`config.mk`:
```
export PLATFORM = sky130hd
export DESIGN_NAME = datapath_sequencer
export DESIGN_NICKNAME = d
export VERILOG_FILES = /design/src/rtl/seq_pkg.sv /design/src/rtl/seq_down_counter.sv /design/src/rtl/datapath_sequencer.sv
export SDC_FILE = /design/constraint.sdc
export NUM_CORES = 1
export LEC_CHECK = 0
export ABC_CLOCK_PERIOD_IN_PS = 3100
export BUFFER_PORTS_ARGS = -buffer_cell sky130_fd_sc_hd__buf_2
export CAP_MARGIN = 10
export CORE_MARGIN = 2
export CORE_UTILIZATION = 30
export CTS_BUF_LIST = sky130_fd_sc_hd__clkbuf_2 sky130_fd_sc_hd__clkbuf_4 sky130_fd_sc_hd__clkbuf_8
export DETAILED_ROUTE_END_ITERATION = 6
export PLACE_DENSITY_LB_ADDON = 0.25
export SETUP_SLACK_MARGIN = 0.05
export SLEW_MARGIN = 20
export SYNTH_ARGS = -nofsm -noshare
export SYNTH_HDL_FRONTEND = slang
export SYNTH_HIERARCHICAL = 1
export SYNTH_SLANG_ARGS = --single-unit
```
`constraint.sdc`:
```
create_clock -name Clk -period 3.1 [get_ports Clk]
set_clock_uncertainty 0.05 [all_clocks]
set_input_delay 0.31 -clock Clk [delete_from_list [all_inputs] [get_ports Clk]]
set_output_delay 0.31 -clock Clk [all_outputs]
set_load 0.01 [all_outputs]
```
`src/rtl/seq_pkg.sv`:
```
// Shared types and constants for the data-path sequencer: state encoding,
// mux-select meanings and the bundle of decoded control outputs.
package seq_pkg;

    typedef enum logic [2:0] {
        ST_IDLE = 3'd0,
        ST_INIT = 3'd1,
        ST_A    = 3'd2,
        ST_B    = 3'd3,
        ST_DONE = 3'd4
    } state_e;

    // Register selects (s0/s1), adder source (s2) and write source (s3).
    localparam logic SEL_HOLD = 1'b1;
    localparam logic SEL_LOAD = 1'b0;
    localparam logic SRC_R0   = 1'b0;
    localparam logic SRC_R1   = 1'b1;
    localparam logic WR_S2    = 1'b0;
    localparam logic WR_ACC   = 1'b1;

    typedef struct packed {
        logic dp_reset;
        logic s0;
        logic s1;
        logic s2;
        logic s3;
        logic busy;
        logic done;
    } seq_out_t;

endpackage

```
`src/rtl/seq_down_counter.sv`:
```
// Loadable down-counter holding the remaining A/B iteration count.
// Synchronous active-high reset; never decrements below zero.
module seq_down_counter #(
    parameter int CNT_WIDTH = 8
) (
    input  logic                 clk_i,
    input  logic                 reset_i,
    input  logic                 load_i,
    input  logic                 dec_i,
    input  logic [CNT_WIDTH-1:0] load_val_i,
    output logic                 is_zero_o,
    output logic                 is_one_o
);

    logic [CNT_WIDTH-1:0] cnt_q, cnt_d;

    // NOTE: every variable written in always_comb gets a default first, so no latch is inferred.
    always_comb begin
        cnt_d = cnt_q;
        if (load_i) begin
            cnt_d = load_val_i;
        end else if (dec_i && !is_zero_o) begin
            cnt_d = cnt_q - 1'b1;
        end
    end

    // NOTE: sequential state uses non-blocking assignments only.
    always_ff @(posedge clk_i) begin
        if (reset_i) begin
            cnt_q <= '0;
        end else begin
            cnt_q <= cnt_d;
        end
    end

    assign is_zero_o = (cnt_q == '0);
    assign is_one_o  = (cnt_q == CNT_WIDTH'(1));

endmodule

```
`src/rtl/datapath_sequencer.sv`:
```
// Moore control FSM driving the mux/adder/register data path (s0..s3, dp_reset).
// Optional `SEQ_CYCLE_COUNT_EN adds a saturating busy-cycle counter output.
module datapath_sequencer
    import seq_pkg::*;
#(
    parameter int CNT_WIDTH = 8
) (
    input  logic                 Clk,
    input  logic                 reset,
    input  logic                 start,
    input  logic [CNT_WIDTH-1:0] n_iter,
    output logic                 dp_reset,
    output logic                 s0,
    output logic                 s1,
    output logic                 s2,
    output logic                 s3,
    output logic                 busy,
    output logic                 done
`ifdef SEQ_CYCLE_COUNT_EN
    ,
    output logic [15:0]          cycles
`endif
);

    state_e   state_q, state_d;
    seq_out_t out;
    logic     cnt_load, cnt_dec, cnt_is_zero, cnt_is_one;

    seq_down_counter #(
        .CNT_WIDTH (CNT_WIDTH)
    ) u_cnt (
        .clk_i      (Clk),
        .reset_i    (reset),
        .load_i     (cnt_load),
        .dec_i      (cnt_dec),
        .load_val_i (n_iter),
        .is_zero_o  (cnt_is_zero),
        .is_one_o   (cnt_is_one)
    );

    always_ff @(posedge Clk) begin
        if (reset) begin
            state_q <= ST_IDLE;
        end else begin
            state_q <= state_d;
        end
    end

    always_comb begin
        state_d  = state_q;
        cnt_load = 1'b0;
        cnt_dec  = 1'b0;
        unique case (state_q)
            ST_IDLE: begin
                if (start) begin
                    state_d  = ST_INIT;
                    cnt_load = 1'b1;
                end
            end
            ST_INIT: state_d = cnt_is_zero ? ST_DONE : ST_A;
            ST_A:    state_d = ST_B;
            ST_B: begin
                if (cnt_is_one) begin
                    state_d = ST_DONE;
                end else begin
                    state_d = ST_A;
                    cnt_dec = 1'b1;
                end
            end
            ST_DONE: state_d = ST_IDLE;
            default: state_d = ST_IDLE;
        endcase
    end

    // Outputs depend on the registered state only.
    always_comb begin
        out = '{dp_reset: 1'b0, s0: SEL_HOLD, s1: SEL_HOLD, s2: SRC_R0,
                s3: WR_S2, busy: 1'b0, done: 1'b0};
        unique case (state_q)
            ST_IDLE: ;
            ST_INIT: begin
                out.dp_reset = 1'b1;
                out.busy     = 1'b1;
            end
            ST_A: begin
                out.s0   = SEL_LOAD;
                out.s2   = SRC_R1;
                out.s3   = WR_ACC;
                out.busy = 1'b1;
            end
            ST_B: begin
                out.s1   = SEL_LOAD;
                out.busy = 1'b1;
            end
            ST_DONE: out.done = 1'b1;
            default: ;
        endcase
    end

    assign dp_reset = out.dp_reset;
    assign s0       = out.s0;
    assign s1       = out.s1;
    assign s2       = out.s2;
    assign s3       = out.s3;
    assign busy     = out.busy;
    assign done     = out.done;

`ifdef SEQ_CYCLE_COUNT_EN
    logic [15:0] cycles_q, cycles_d;

    always_comb begin
        cycles_d = cycles_q;
        if (cnt_load) begin
            cycles_d = '0;
        end else if (out.busy && (cycles_q != 16'hFFFF)) begin
            cycles_d = cycles_q + 16'd1;
        end
    end

    always_ff @(posedge Clk) begin
        if (reset) begin
            cycles_q <= '0;
        end else begin
            cycles_q <= cycles_d;
        end
    end

    assign cycles = cycles_q;
`endif

endmodule
```
Word level (Yosys, flattened, before mapping) --
Cells that the tools add are included.
Storage, ports and cells: flip-flop bits (word level) 11, logic and storage cells 31
Cells by class: $add $sub $neg 1, multiplexer cells 16, eq/ne operators 6, reduce and logical (&&, ||, !) cells 6
Operators with widths (number):
- 8-bit 2-to-1 mux | 2
- 3-bit one-hot mux with 4 select lines | 1
- 1-bit 2-to-1 mux | 9
- 3-bit 2-to-1 mux | 3
- 8-bit by 1-bit equality test with 1-bit output, second input constant | 1
- 8-bit zero test | 1
- 8-bit by 1-bit subtractor with 8-bit output, second input constant | 1
- 3-bit by 2-bit equality test with 1-bit output, second input constant | 2
- 3-bit by 1-bit equality test with 1-bit output, second input constant | 1
- 3-bit equality test, second input constant | 1
- 3-bit zero test | 1
- 3-bit OR reduction | 1
- 2-bit 2-to-1 mux | 1
- 2-bit != test, second input constant | 1
- 2-bit nonzero test | 1
- 1-bit logical AND | 1
- 1-bit zero test | 1

Depth between registers and ports, before layout --
Gate-level depths: netlist (run 1).
depth in word-level cells 6, depth in mapped cells 8, gate-level depth less buffers 8

Cells and area by module --
The synthesis (run 1) kept the hierarchy.
By module, submodules not included:
- seq_down_counter | cells each 62, times used 1, area an instance 524.3 µm²
- datapath_sequencer | cells each 23, times used 1, area an instance 193.9 µm²

Least setup slack after synthesis (run 1) --
Ideal clock, no wire load.
path kind register to register, start point reg u_cnt.cnt_q[2], end point reg u_cnt.cnt_q[5], arrival time 1.819 ns, period minus slack after synthesis 1.957 ns, data required time 2.962 ns, setup time 0.088 ns, stages on the path, launching flop included 9, path slack 1.143 ns, path through dfxtp_1 -> nor4_4 -> nor2b_1 -> and3b_1 -> nor2_1 -> inv_1 -> a21oi_2 -> a31o_1 -> a311oi_2
Between the ends: cells in the longest elaborated chain, start to end 5
RTL lines:
- from (decl) | RTL line seq_down_counter.sv:15 | logic [CNT_WIDTH-1:0] cnt_q, cnt_d;
- from (signal assigned) | RTL line seq_down_counter.sv:32 | cnt_q <= cnt_d;
- 8-bit by 1-bit equality test with 1-bit output | RTL line seq_down_counter.sv:37 | assign is_one_o = (cnt_q == CNT_WIDTH'(1));
- via cnt_is_one | RTL line datapath_sequencer.sv:27 | logic cnt_load, cnt_dec, cnt_is_zero, cnt_is_one;
- 1-bit 2-to-1 mux | RTL line datapath_sequencer.sv:63 | if (cnt_is_one) begin
- 1-bit 2-to-1 mux | RTL line datapath_sequencer.sv:53 | unique case (state_q)
- via cnt_dec | RTL line datapath_sequencer.sv:27
- 1-bit logical AND | RTL line seq_down_counter.sv:22 | end else if (dec_i && !is_zero_o) begin
- 2-bit nonzero test (no source line)
The timed path passes the listed nets, and every way through them passes these cells. The select of a mux whose other input is x is not followed. A chain may end at the register's enable or synchronous reset.

Worst setup path after layout (run 1) --
Ends and elaborated chain as after synthesis.

==> results of run 1 <==
worst reg2reg max path, delay by kind of cell, from the launching register on:
kind                   cells  cell delay (ps)
AO/OA/AOI/OAI              3              580
buffers and inverters      1              120
AND/OR/NAND/NOR            4              980
flip-flops                 1              360
synthesized netlist by cell type, types with 2 or more instances:
cell type / instances / area share, %
nor2b_1: 3 / 2.6
nor3_1: 2 / 1.4
a211oi_1: 5 / 5.2
a21oi_1: 3 / 2.1
and2_1: 2 / 1.7
dfxtp_1: 11 / 31
nor4_1: 3 / 2.6
nor2_1: 13 / 6.8
nand2_1: 3 / 1.6
nor3b_1: 2 / 2.1
xnor2_1: 3 / 3.7
nand3b_1: 2 / 2.1
inv_1: 6 / 3.1
ha_1: 3 / 5.2
nand3_1: 2 / 1.4
registers in the layout (all words and copies together), names as in the netlist:
| signal | count |
|---|---|
| u_cnt/cnt_q | 8 |
| state_q | 3 |
final timing paths:
path | startpoint | to | slack (ps)
worst max-delay path | u_cnt/cnt_q[2] | u_cnt/cnt_q[5] | 930
worst min-delay path | n_iter[1] | u_cnt/cnt_q[1] | 230
worst max register to register | u_cnt/cnt_q[2] | u_cnt/cnt_q[5] | 930
worst min register to register | state_q[2] | state_q[0] | 530
per-stage QoR:
| step | setup WS (ps) | hold WS [ps] |
|---|---|---|
| after floorplan | 1140 | 337 |
| after global placement | 1040 | 510 |
| after detailed placement | 968 | 521 |
| after CTS | 942 | 229 |
| after global routing | 754 | 228 |
| final | 931 | 233 |
layer usage:
layer	track usage (%)	up-vias	wire length, µm
met5	0	-	0
met4	6.84	0	14
met3	3.39	2	73
met2	21.0	21	701
met1	15.7	305	717
li1	-	337	-
cell type report:
cell class	instances	area, µm²	share of cell area [%]
clock buffers	4	30.0	3.56
repair buffers	18	92.6	11.0
flip-flops and latches	11	220	26.1
well taps	28	35.0	4.15
multi-input cells	63	444	52.6
inverters	6	22.5	2.67
power groups by stage:
stage | registers (mW) | logic [mW] | clock network [mW]
global placement | 0.186 | 0.137 | 0
floorplan | 0.177 | 0.116 | 0
CTS | 0.183 | 0.139 | 0.114
detailed placement | 0.187 | 0.138 | 0
global route | 0.187 | 0.157 | 0.124
finish | 0.183 | 0.139 | 0.110
cell usage in the layout (no fill, tap or decap), types with 2 or more instances in the layout:
cell	netlist	layout
a21oi_1	3	3
nor3_1	2	2
and2_1	2	2
nor3b_1	2	2
dfxtp_1	11	11
nand3_1	2	2
nor4_1	3	3
a211oi_1	5	5
buf_2	0	17
nand2_1	3	3
nor2_1	13	13
xnor2_1	3	3
clkbuf_4	0	4
inv_1	6	6
ha_1	3	3
nor2b_1	3	3
nand3b_1	2	2
cell families after synthesis:
family / count (synthesis) / synth area share, %
flip-flops: 11 / 30.7
adder cells (fa/ha/maj): 3 / 5.23
AO/OA/AOI/OAI: 15 / 16.7
XOR/XNOR: 3 / 3.66
buffers and inverters: 11 / 7.49
multiplexers: 2 / 3.48
AND/OR/NAND/NOR: 40 / 32.8
==> impl_metrics.env, run 1 <==
export IMPL_whs_path_depth=3
export IMPL_syn_area_um2=718
export IMPL_design_area_um2=845
export IMPL_internal_power_mw=0.283
export IMPL_worst_slew_pin_slew_ps=478
export IMPL_avgViaCountPerCell=5.12
export IMPL_clkPwrFrac_pct=25.5
export IMPL_clock_root_buffer="clkbuf_4"
export IMPL_start_util_pct=32.2
export IMPL_clk_pin_slew_worst_paths_ps=70
export IMPL_p_switching_mw=0.149
export IMPL_num_rows=17
export IMPL_clock_latency_ps=270
export IMPL_drv_slew=0
export IMPL_ctsResizeCount=0
export IMPL_relSlewSlack_pct=68.1
export IMPL_grt_antenna_before_repair=0
export IMPL_status="finished clean"
export IMPL_cts_made_buffers=3
export IMPL_syn2layout_area_growth_pct=17.6
export IMPL_die_h_um=52.9
export IMPL_syn_num_nets=99
export IMPL_fillers=252
export IMPL_die_w_um=52.9
export IMPL_portBuffers=17
export IMPL_critical_path_depth=8
export IMPL_fin_cells=130
export IMPL_grt_pass1_wl_mm=2.63
export IMPL_fin_setup_tns_ps=0
export IMPL_p_leak_nw=0.359
export IMPL_ant_nets=0
export IMPL_yosysSeqAreaShare_pct=30.7
export IMPL_placed_area_um2=815
export IMPL_yosysWarnings=6
export IMPL_dieArea_um2=2800
export IMPL_rsz0062_at_grt="no"
export IMPL_critPathArrivalTime_ps=2310
export IMPL_grt_pass1_vias=610
export IMPL_synth_async_sr_flop_share_pct=0
export IMPL_grt_ovfl_total=0
export IMPL_fin_util_pct=37.8
export IMPL_swShare_pct=34.4
export IMPL_cts_hold_fix_buffers=0
export IMPL_hp_class="primary input to flip-flop"
export IMPL_cp_required_ps=3240
export IMPL_ir_drop_uv=193
export IMPL_crit_path_max_fanout=7
export IMPL_seq_power_share_pct=42.5
export IMPL_placedCellCount=126
export IMPL_rr_worst_depth=8
export IMPL_layout_drive_gt1_share_pct=25.5
export IMPL_cap_violations=0
export IMPL_crit_family="simple AND/OR/NAND/NOR gates"
export IMPL_drtIter0Drc=9
export IMPL_synth_cell_type_count=37
export IMPL_cp_end_kind="flip-flop"
export IMPL_synth_ff_type="dfxtp_1"
export IMPL_track_usage_pct=13.0
export IMPL_drc=0
export IMPL_routedWlPerCell_um=11.6
export IMPL_cp_buffers_inverters=1
export IMPL_fin_crit_sh_pct=70.0
export IMPL_combPwrFrac_pct=32.1
export IMPL_min_period_ps=2170
export IMPL_crit_slowest_cell="nor4_4"
export IMPL_grt_max_degree=13
export IMPL_cts_tree="done"
export IMPL_worst_path_largest_cell_delay_ps=440
export IMPL_routabilityCongestion=0.877
export IMPL_syn_inst=85
export IMPL_postCtsSetupRepairBufs=0
export IMPL_startpoint_type="flip-flop"
export IMPL_ys_ff_latch=11
export IMPL_setup_viol=0
export IMPL_path_cells="nor4_4 > nor2b_1 > and3b_1 > nor2_1 > inv_1 > a21oi_2 > a31o_1 > a311oi_2"
export IMPL_first_pass_iters=4
export IMPL_dp_hpwl_mm=1.15
export IMPL_hold_violations=0
export IMPL_num_vias=665
export IMPL_core_area_um2=2230
export IMPL_powerDensity_nw_per_um2=511
export IMPL_cts_num_sinks=11
export IMPL_cts_max_path_buffers=2
export IMPL_ios=18
export IMPL_finalNetCount=117
export IMPL_max_freq_mhz=461
export IMPL_power_mw=0.432
export IMPL_postSynthAreaPerCell_um2=8.45
export IMPL_htreeDepth=1
export IMPL_worstSetupPathType="flip-flop to flip-flop"
export IMPL_antennaDiodeCount=0
export IMPL_synth_edf_count=0
export IMPL_routed_wl_mm=1.51
No activity file was read; power rests on OpenSTA's default activity.
==> inputs of run 2 (changes only) <==
--- a/config.mk
+++ b/config.mk
@@ -5,7 +5,8 @@
 export SDC_FILE = /design/constraint.sdc
 export NUM_CORES = 1
 export LEC_CHECK = 0
-export ABC_CLOCK_PERIOD_IN_PS = 3100
+export ABC_AREA = 1
+export ABC_CLOCK_PERIOD_IN_PS = 1790
 export BUFFER_PORTS_ARGS = -buffer_cell sky130_fd_sc_hd__buf_2
 export CAP_MARGIN = 10
 export CORE_MARGIN = 2
==> constraint.sdc (replaced) <==
create_clock -name Clk -period 1.79 [get_ports Clk]
set_clock_uncertainty 0.05 [all_clocks]
set_input_delay 0.179 -clock Clk [delete_from_list [all_inputs] [get_ports Clk]]
set_output_delay 0.179 -clock Clk [all_outputs]
set_load 0.01 [all_outputs]
==> impl_metrics.env, run 2 <==
export IMPL_p_leak_nw=0.456
export IMPL_status="finished clean"
export IMPL_regToRegStartpoint="u_cnt/cnt_q[1]"
export IMPL_ant_nets=0
export IMPL_worstSetupPathType="flip-flop to flip-flop"
export IMPL_fin_crit_sh_pct=86.3
export IMPL_core_area_um2=2520
export IMPL_hold_start="start"
export IMPL_clock_latency_ps=270
export IMPL_setup_viol=0
export IMPL_syn2layout_area_growth_pct=20.5
export IMPL_cpMostUsedCell="nor2_1"
export IMPL_critPathArrivalTime_ps=1700
export IMPL_clk_pin_slew_worst_paths_ps=80
export IMPL_ir_drop_uv=451
export IMPL_finalNetCount=162
export IMPL_ios=18
export IMPL_cts_made_buffers=3
export IMPL_synth_ff_type="dfxtp_1"
export IMPL_postCtsSetupRepairBufs=0
export IMPL_num_rows=18
export IMPL_drc=0
export IMPL_postSynthAreaPerCell_um2=6.45
export IMPL_routabilityCongestion=0.795
export IMPL_fillers=283
export IMPL_whs_path_depth=3
export IMPL_crit_path_max_fanout=3
export IMPL_syn_area_um2=806
export IMPL_cap_violations=0
export IMPL_path_cells="inv_1 > ha_1 > nand2_1 > nor2_1 > nor2_2 > inv_1 > nor2_4 > nand2_1 > nor2_1 > nor2_1 > nor2_1"
export IMPL_grt_ovfl_total=0
export IMPL_dieArea_um2=3120
export IMPL_min_to="state_q[0]"
export IMPL_drtIter0Drc=14
export IMPL_cp_end_kind="flip-flop"
export IMPL_cp_required_ps=1950
export IMPL_timing_rr_end="u_cnt/cnt_q[6]"
export IMPL_yosysWarnings=6
export IMPL_grt_antenna_before_repair=0
export IMPL_min_period_ps=1540
export IMPL_dp_hpwl_mm=1.42
export IMPL_largest_reg_flops=8
export IMPL_syn_num_nets=139
export IMPL_cts_num_sinks=11
export IMPL_track_usage_pct=13.0
export IMPL_hp_class="primary input to flip-flop"
export IMPL_cts_tree="done"
export IMPL_drv_slew=0
export IMPL_relSlewSlack_pct=80.2
export IMPL_worst_slew_pin_slew_ps=296
export IMPL_die_w_um=55.8
export IMPL_grt_pass1_vias=752
export IMPL_fin_setup_tns_ps=0
export IMPL_synth_common_cells="nand2_1, nor2_1, nand3_1, inv_1, dfxtp_1"
export IMPL_avgViaCountPerCell=4.57
export IMPL_synth_edf_count=0
export IMPL_crit_slowest_cell="dfxtp_1"
export IMPL_synth_async_sr_flop_share_pct=0
export IMPL_grt_pass1_wl_mm=3.29
export IMPL_synth_most_common_cell="nand2_1"
export IMPL_first_pass_iters=4
export IMPL_rsz0062_at_grt="no"
export IMPL_most_common_layout_cells="nand2_1, nor2_1, buf_2, nand3_1, inv_1"
export IMPL_yosysTopAreaCell="dfxtp_1"
export IMPL_synthTopCellsByArea="dfxtp_1, nand2_1, nor2_1, nand3_1, inv_1"
export IMPL_routedWlPerCell_um=10.1
export IMPL_portBuffers=17
export IMPL_cts_max_path_buffers=2
export IMPL_synth_cell_type_count=27
export IMPL_netlist_area_leader_share_pct=27.3
export IMPL_powerDensity_nw_per_um2=959
export IMPL_regMostFlops="u_cnt/cnt_q"
export IMPL_power_mw=0.932
export IMPL_r2r_setup_slack_ps=250
export IMPL_max_freq_mhz=648
export IMPL_start_util_pct=31.9
export IMPL_htreeDepth=1
export IMPL_antennaDiodeCount=0
export IMPL_syn_inst=125
export IMPL_hold_violations=0
export IMPL_layout_drive_gt1_share_pct=28.6
export IMPL_die_h_um=55.8
export IMPL_startpoint_type="flip-flop"
export IMPL_rr_worst_depth=11
export IMPL_reg_top3="u_cnt/cnt_q (8), state_q (3)"
export IMPL_final_common_cell="nand2_1"
export IMPL_clock_root_buffer="clkbuf_4"
export IMPL_grt_max_degree=11
export IMPL_worst_path_largest_cell_delay_ps=360
export IMPL_yosysSeqAreaShare_pct=27.3
export IMPL_routed_wl_mm=1.79
export IMPL_num_vias=809
export IMPL_ys_ff_latch=11
-- run 2: layer usage --
metal,global-route usage [%],wire (µm),share of wire [%],vias up
li1,-,-,-,442
met5,0,0,0,-
met3,2.33,81,4.5,2
met4,4.08,12,0.67,0
met2,21.8,792,44,16
met1,16.9,908,51,349
-- run 2: how the worst max path moves through the flow --
stage,start,to,slack [ps],depth (start not counted)
2_1_floorplan,state_q[2],u_cnt/cnt_q[1],270,9
3_3_place_gp,state_q[2],u_cnt/cnt_q[1],180,8
3_5_place_dp,state_q[2],u_cnt/cnt_q[4],140,8
4_1_cts,state_q[2],u_cnt/cnt_q[4],100,8
5_1_grt,u_cnt/cnt_q[1],u_cnt/cnt_q[7],70,11
6_report,u_cnt/cnt_q[1],u_cnt/cnt_q[6],250,11
-- run 2: timing repair --
action	4_1_cts	5_1_grt
setup endpoints to repair	0	8
hold buffers	0	0
endpoints found under the hold margin	0	0
gates resized for setup	0	2
-- run 2: metrics by stage --
stage / setup slack [ps] / utilization [%] / instance area (µm²) / instances / hold slack (ps)
global placement: 175 / 37.2 / 938 / 173 / 424
finish: 246 / 38.5 / 971 / 177 / 153
detailed placement: 136 / 37.2 / 938 / 173 / 431
CTS: 97.9 / 38.3 / 966 / 177 / 141
floorplan: 266 / - / 806 / 125 / 191
global route: 74.1 / 38.5 / 971 / 177 / 131
-- run 2: area by class of cell --
cell class	instances	area, µm²	share of cell area [%]
Clock buffer	3	22.5	2.32
Clock inverter	1	5.00	0.515
Inverter	16	65.1	6.70
Multi-Input combinational cell	96	513	52.8
Sequential cell	11	220	22.7
Tap cell	30	37.5	3.87
Timing Repair Buffer	20	108	11.1
-- run 2: kinds of logic after synthesis --
logic type	Yosys count	synth area share, %
flip-flops	11	27.3
XOR/XNOR	2	2.17
AND/OR/NAND/NOR	77	43.9
buffers and inverters	18	9.63
adder cells (fa/ha/maj)	3	4.66
AO/OA/AOI/OAI	14	12.3
-- run 2: worst max-delay path: cells and delay by family, from the launching register on --
family	cells	cell delay, ps
flip-flops	1	360
buffers and inverters	2	180
adder cells (fa/ha/maj)	1	180
AND/OR/NAND/NOR	8	730
-- run 2: report_power, final --
part	internal [mW]	switching (mW)	total, mW
registers	0.279	0.0403	0.320
clock network	0.0825	0.0892	0.172
logic	0.173	0.267	0.440
